## config.mk

```make
export PLATFORM = sky130hd
export DESIGN_NAME = dmi_arbiter
export DESIGN_NICKNAME = d
export VERILOG_FILES = /design/src/rtl/dmi_arbiter.sv
export SDC_FILE = /design/constraint.sdc
export NUM_CORES = 1
export LEC_CHECK = 0
export CAP_MARGIN = 15
export CORE_AREA = 2 2 102 104
export DETAILED_ROUTE_END_ITERATION = 8
export DIE_AREA = 0 0 104 106
export PLACE_DENSITY = 0.85
export SYNTH_ARGS = -nofsm -noshare
export SYNTH_HDL_FRONTEND = slang
export SYNTH_SLANG_ARGS = --single-unit
```

## constraint.sdc

```tcl
create_clock -name clk -period 2.8 [get_ports clk]
set_input_delay 0.56 -clock clk [delete_from_list [all_inputs] [get_ports clk]]
set_output_delay 0.56 -clock clk [all_outputs]
set_load 0.02 [all_outputs]
```

## src/rtl/dmi_arbiter.sv

```systemverilog
// Round-robin arbiter sharing one DMI master port among NUM_REQ requesters.
// One transaction is outstanding downstream at a time; a response timeout returns status 2.
//
// state   | meaning
// IDLE    | arbitrate; grant the first valid requester after last_grant
// REQ     | present the latched request downstream until accepted
// RESP    | wait for the downstream response, timer running
// DELIVER | hold the response to the owner until it accepts
module dmi_arbiter #(
   parameter int NUM_REQ = 2,
   parameter int ADDR_W  = 7,
   parameter int TIMEOUT = 1024
) (
   input  logic                      clk,
   input  logic                      reset,
   input  logic [NUM_REQ-1:0]        in_req_valid,
   output logic [NUM_REQ-1:0]        in_req_ready,
   input  logic [NUM_REQ*ADDR_W-1:0] in_req_addr,
   input  logic [NUM_REQ*2-1:0]      in_req_op,
   input  logic [NUM_REQ*32-1:0]     in_req_data,
   output logic [NUM_REQ-1:0]        in_resp_valid,
   input  logic [NUM_REQ-1:0]        in_resp_ready,
   output logic [1:0]                in_resp_resp,
   output logic [31:0]               in_resp_data,
   output logic                      dmi_req_valid,
   input  logic                      dmi_req_ready,
   output logic [ADDR_W-1:0]         dmi_req_addr,
   output logic [1:0]                dmi_req_op,
   output logic [31:0]               dmi_req_data,
   input  logic                      dmi_resp_valid,
   output logic                      dmi_resp_ready,
   input  logic [1:0]                dmi_resp_resp,
   input  logic [31:0]               dmi_resp_data,
   output logic                      busy,
   output logic [2:0]                owner,
   output logic                      stray_resp,
   output logic [7:0]                timeout_cnt
);

   localparam int IW = (NUM_REQ > 1) ? $clog2(NUM_REQ) : 1;
   localparam int TW = $clog2(TIMEOUT);

   typedef enum logic [1:0] {IDLE, REQ, RESP, DELIVER} state_t;

   state_t            state, state_nxt;
   logic [IW-1:0]     owner_q, last_grant, win_idx, cand;
   logic              win_found, accept, timer_tc;
   logic [TW-1:0]     timer;
   logic [ADDR_W-1:0] addr_q;
   logic [1:0]        op_q, resp_q;
   logic [31:0]       data_q, rdata_q;
   logic [ADDR_W-1:0] req_addr_a [NUM_REQ];
   logic [1:0]        req_op_a   [NUM_REQ];
   logic [31:0]       req_data_a [NUM_REQ];

   for (genvar g = 0; g < NUM_REQ; g++) begin : g_req
      assign req_addr_a[g]    = in_req_addr[g*ADDR_W +: ADDR_W];
      assign req_op_a[g]      = in_req_op[g*2 +: 2];
      assign req_data_a[g]    = in_req_data[g*32 +: 32];
      assign in_req_ready[g]  = accept && (win_idx == IW'(g));
      assign in_resp_valid[g] = (state == DELIVER) && (owner_q == IW'(g));
   end

   // Search starts one past the last grant and wraps, giving round-robin fairness.
   always_comb begin
      win_found = 1'b0;
      win_idx   = '0;
      cand      = '0;
      for (int i = 1; i <= NUM_REQ; i++) begin
         cand = IW'((int'(last_grant) + i) % NUM_REQ);
         if (!win_found && in_req_valid[cand]) begin
            win_found = 1'b1;
            win_idx   = cand;
         end
      end
   end

   assign accept   = (state == IDLE) && win_found;
   assign timer_tc = (timer == '0);

   always_ff @(posedge clk) begin
      if (reset) state <= IDLE;
      else       state <= state_nxt;
   end

   always_comb begin
      state_nxt = state;
      case (state)
         IDLE:    if (win_found) state_nxt = REQ;
         REQ:     if (dmi_req_ready) state_nxt = RESP;
         RESP:    if (dmi_resp_valid || timer_tc) state_nxt = DELIVER;
         DELIVER: if (in_resp_ready[owner_q]) state_nxt = IDLE;
         default: state_nxt = IDLE;
      endcase
   end

   always_ff @(posedge clk) begin
      if (reset) begin
         addr_q      <= '0;
         op_q        <= '0;
         data_q      <= '0;
         resp_q      <= '0;
         rdata_q     <= '0;
         owner_q     <= IW'(NUM_REQ - 1);
         last_grant  <= IW'(NUM_REQ - 1);
         timer       <= '0;
         stray_resp  <= 1'b0;
         timeout_cnt <= '0;
      end else begin
         if (accept) begin
            addr_q     <= req_addr_a[win_idx];
            op_q       <= req_op_a[win_idx];
            data_q     <= req_data_a[win_idx];
            owner_q    <= win_idx;
            last_grant <= win_idx;
         end
         // Down-counter: loaded on downstream accept, terminal count marks TIMEOUT cycles in RESP.
         if (state == REQ && dmi_req_ready)
            timer <= TW'(TIMEOUT - 1);
         else if (state == RESP && !timer_tc)
            timer <= timer - 1'b1;
         if (state == RESP) begin
            if (dmi_resp_valid) begin
               resp_q  <= dmi_resp_resp;
               rdata_q <= dmi_resp_data;
            end else if (timer_tc) begin
               resp_q  <= 2'd2;
               rdata_q <= '0;
               if (timeout_cnt != 8'hFF) timeout_cnt <= timeout_cnt + 8'd1;
            end
         end
         if (dmi_resp_valid && (state == IDLE || state == DELIVER))
            stray_resp <= 1'b1;
      end
   end

   assign dmi_req_valid  = (state == REQ);
   assign dmi_req_addr   = addr_q;
   assign dmi_req_op     = op_q;
   assign dmi_req_data   = data_q;
   assign dmi_resp_ready = (state != REQ);
   assign in_resp_resp   = resp_q;
   assign in_resp_data   = rdata_q;
   assign busy           = (state != IDLE);
   assign owner          = 3'(owner_q);

endmodule

```

==> reports/metrics.csv <==
metric,value,unit
outcome,completed,
wirelength,12670,um
fin_setup_tns,0,ps
final_layout_size_suffix_gt1_frac,0.06586,
r2r-start,timer[0]$_SDFFE_PP0P_,
synth_cells,368,
drv_cap,0,
pin_count,218,
cts_max_level,3,
critical_path_arrival,2110,ps
worstPathRequired,2240,ps
path_cells,inv_1 > ha_1 > nand2_1 > a21oi_4 > clkdlybuf4s50_1,
dp_hpwl,9137,um
antenna_found_initial,0,
power_density,791.5,mW/mm2
ctsResizeCount,0,
die_y,106,um
maxSlewHeadroom,0.6521,
cts_tree,yes,
globalplace.congestion,0.8853,
finalCriticalPeriod,2673,ps
avgSynthCellArea,10.11,um2
vdd_drop_max,404.9,uV
fin_worst_skew,7.072,ps
r2r-end,in_resp_data[17]$_SDFFE_PP0P_,
tightest_slew,520.0,ps
cp-start-kind,flip-flop,
grt_pass1_vias,4003,
power_leakage,2.290,nW
cts.sinks,97,
cts_made_buffers,9,
synthToLayoutAreaGrowth,66.64,%
hold_viol_final,0,
dpl_cell_area,0.006006,mm2
mappedNetlistArea,0.003721,mm2
fmax,0.3741,GHz
path_buf_inv,2,
synth_top_area_frac,0.5219,
synth.area.top_cells,"dfxtp_1 52%, a222oi_1 11%, a22o_1 7.8%",
power,0.004908,W
grt.overflow.total,0,
dr.pass1.iters,8,
route.vias.total,3968,
dieWidth,104,um
fin_area,0.006201,mm2
core_area,0.01000,mm2
worstSetupEndpointType,primary output,
critPathKind,flip-flop to primary output,
die_area,0.01102,mm2
endpoint,in_req_ready[1],
cp_num_cells,5,
worst-r2r-cell-count,7,
cpPeakStageDelay,630,ps
critPathLaunch,state[0]$_SDFFE_PP0P_,
synth_seq_cells,97,
seq_area_frac_synth,0.5219,
diodes,0,
grt_max_degree,43,
routed_via_density,5.565,
drcViolationCount,0,
post_cts_buffers,0,
critical-path-top-delay-family,buffers and inverters,
rows,37,
rsz0062_at_grt,no,
cts_buffer_depth,2,
ant_nets,0,
clk_latency,360,ps
start_util,0.3721,
path_clk_slew,100,ps
synth.distinct_cells,45,
cp_slowest_cell,clkdlybuf4s50_1,
hold_buffers,0,
post-synth-top-count-cell,dfxtp_1,
synthFlopType,dfxtp_1,
synth_largest_area_cell,dfxtp_1,
cp_max_fo,6,
cts-root-buf,clkbuf_8,
setup-violations-final,0,
synth-edff-count,0,
drv_slew,0,
wl_per_cell,17.76,um
grt_pass1_wl,19640,um
grt_util_all_layers,0.2212,
drt_iter0_markers,346,
nets,702,
synth_warnings,0,
async_flop_share,0,
synth_commonest_cells,"97 x dfxtp_1, 50 x nor2_1, 41 x a222oi_1, 33 x a22o_1, 29 x clkbuf_1",
fin_crit_sh,0.9546,
hold_path.class,flip-flop to flip-flop,
numPortBuffers,215,
r2r_slack,480,ps
==> cells in the final DEF, fill, tap and decap left out, types with 3 or more instances in the layout <==
cell type / instances
mux2i_1: 3
a22o_1: 33
clkbuf_8: 9
o31ai_1: 9
nor2b_1: 3
nor2_1: 49
ha_1: 6
a222oi_1: 41
inv_1: 11
clkdlybuf4s50_1: 214
a21oi_1: 12
a31oi_1: 6
clkinvlp_4: 3
buf_4: 10
or4_1: 7
or3_1: 5
dfxtp_1: 97
o21ai_0: 3
nand2_1: 8
nor3_1: 6
nand3_1: 4
==> through the flow <==
step / utilization / cells / hold WS [ps] / worst slack [ps]
finish: 0.6201 / 713 / 483.1 / 127.1
global placement: 0.6006 / 697 / 455.3 / 179.4
CTS: 0.6201 / 713 / 486.4 / 108.9
global route: 0.6201 / 713 / 505.3 / 42.45
detailed placement: 0.6006 / 697 / 455.8 / 185.8
floorplan: - / 369 / 484.0 / 678.3
==> registers in the layout, indices dropped and copies added (netlist names) <==
name / count
dmi_req_data: 32
dmi_req_addr: 7
stray_resp: 1
dmi_req_op: 2
last_grant: 1
timeout_cnt: 8
in_resp_data: 32
state: 2
in_resp_resp: 2
timer: 10
==> report_power, final <==
part / leakage, nW / switching, W / internal (W)
combinational: 1.41 / 0.00117 / 0.000991
clock: 0.0912 / 0.000495 / 0.000411
sequential: 0.792 / 0.000199 / 0.00164
==> routing by layer <==
| metal | track usage | part of all wire | vias up |
|---|---|---|---|
| met5 | 0 | 0 | - |
| li1 | - | - | 1832 |
| met4 | 0.1158 | 0.032 | 0 |
| met2 | 0.3882 | 0.52 | 198 |
| met3 | 0.06806 | 0.085 | 33 |
| met1 | 0.2402 | 0.36 | 1905 |
==> layout make-up <==
type	count	area (um2)
clock inverters	7	71.32
well taps	136	170.2
flip-flops and latches	97	1942
multi-input cells	228	1630
repair buffers	225	2222
fillers	852	3799
clock buffers	9	123.9
inverters	11	41.29
==> worst min path at each step <==
stage | cells past startpoint | end | startpoint | slack, ps
6_report | 1 | in_resp_data[0]$_SDFFE_PP0P_ | in_resp_data[0]$_SDFFE_PP0P_ | 480
5_1_grt | 1 | in_resp_data[21]$_SDFFE_PP0P_ | in_resp_data[21]$_SDFFE_PP0P_ | 510
4_1_cts | 1 | in_resp_data[0]$_SDFFE_PP0P_ | in_resp_data[0]$_SDFFE_PP0P_ | 490
3_5_place_dp | 1 | in_resp_data[14]$_SDFFE_PP0P_ | in_resp_data[14]$_SDFFE_PP0P_ | 460
3_3_place_gp | 1 | in_resp_data[27]$_SDFFE_PP0P_ | in_resp_data[27]$_SDFFE_PP0P_ | 460
2_1_floorplan | 2 | state[1]$_SDFFE_PP0P_ | state[1]$_SDFFE_PP0P_ | 480
==> kinds of logic after synthesis <==
| kind of cell | share of synthesized area |
|---|---|
| flip-flops | 0.5219 |
| XOR/XNOR | 0.004708 |
| buffers and inverters | 0.04774 |
| other | 0.001008 |
| AND/OR/NAND/NOR | 0.1274 |
| adder cells (fa/ha/maj) | 0.02017 |
| multiplexers | 0.01412 |
| AO/OA/AOI/OAI | 0.2629 |
Note: power is estimated with default switching activity, not from simulation.
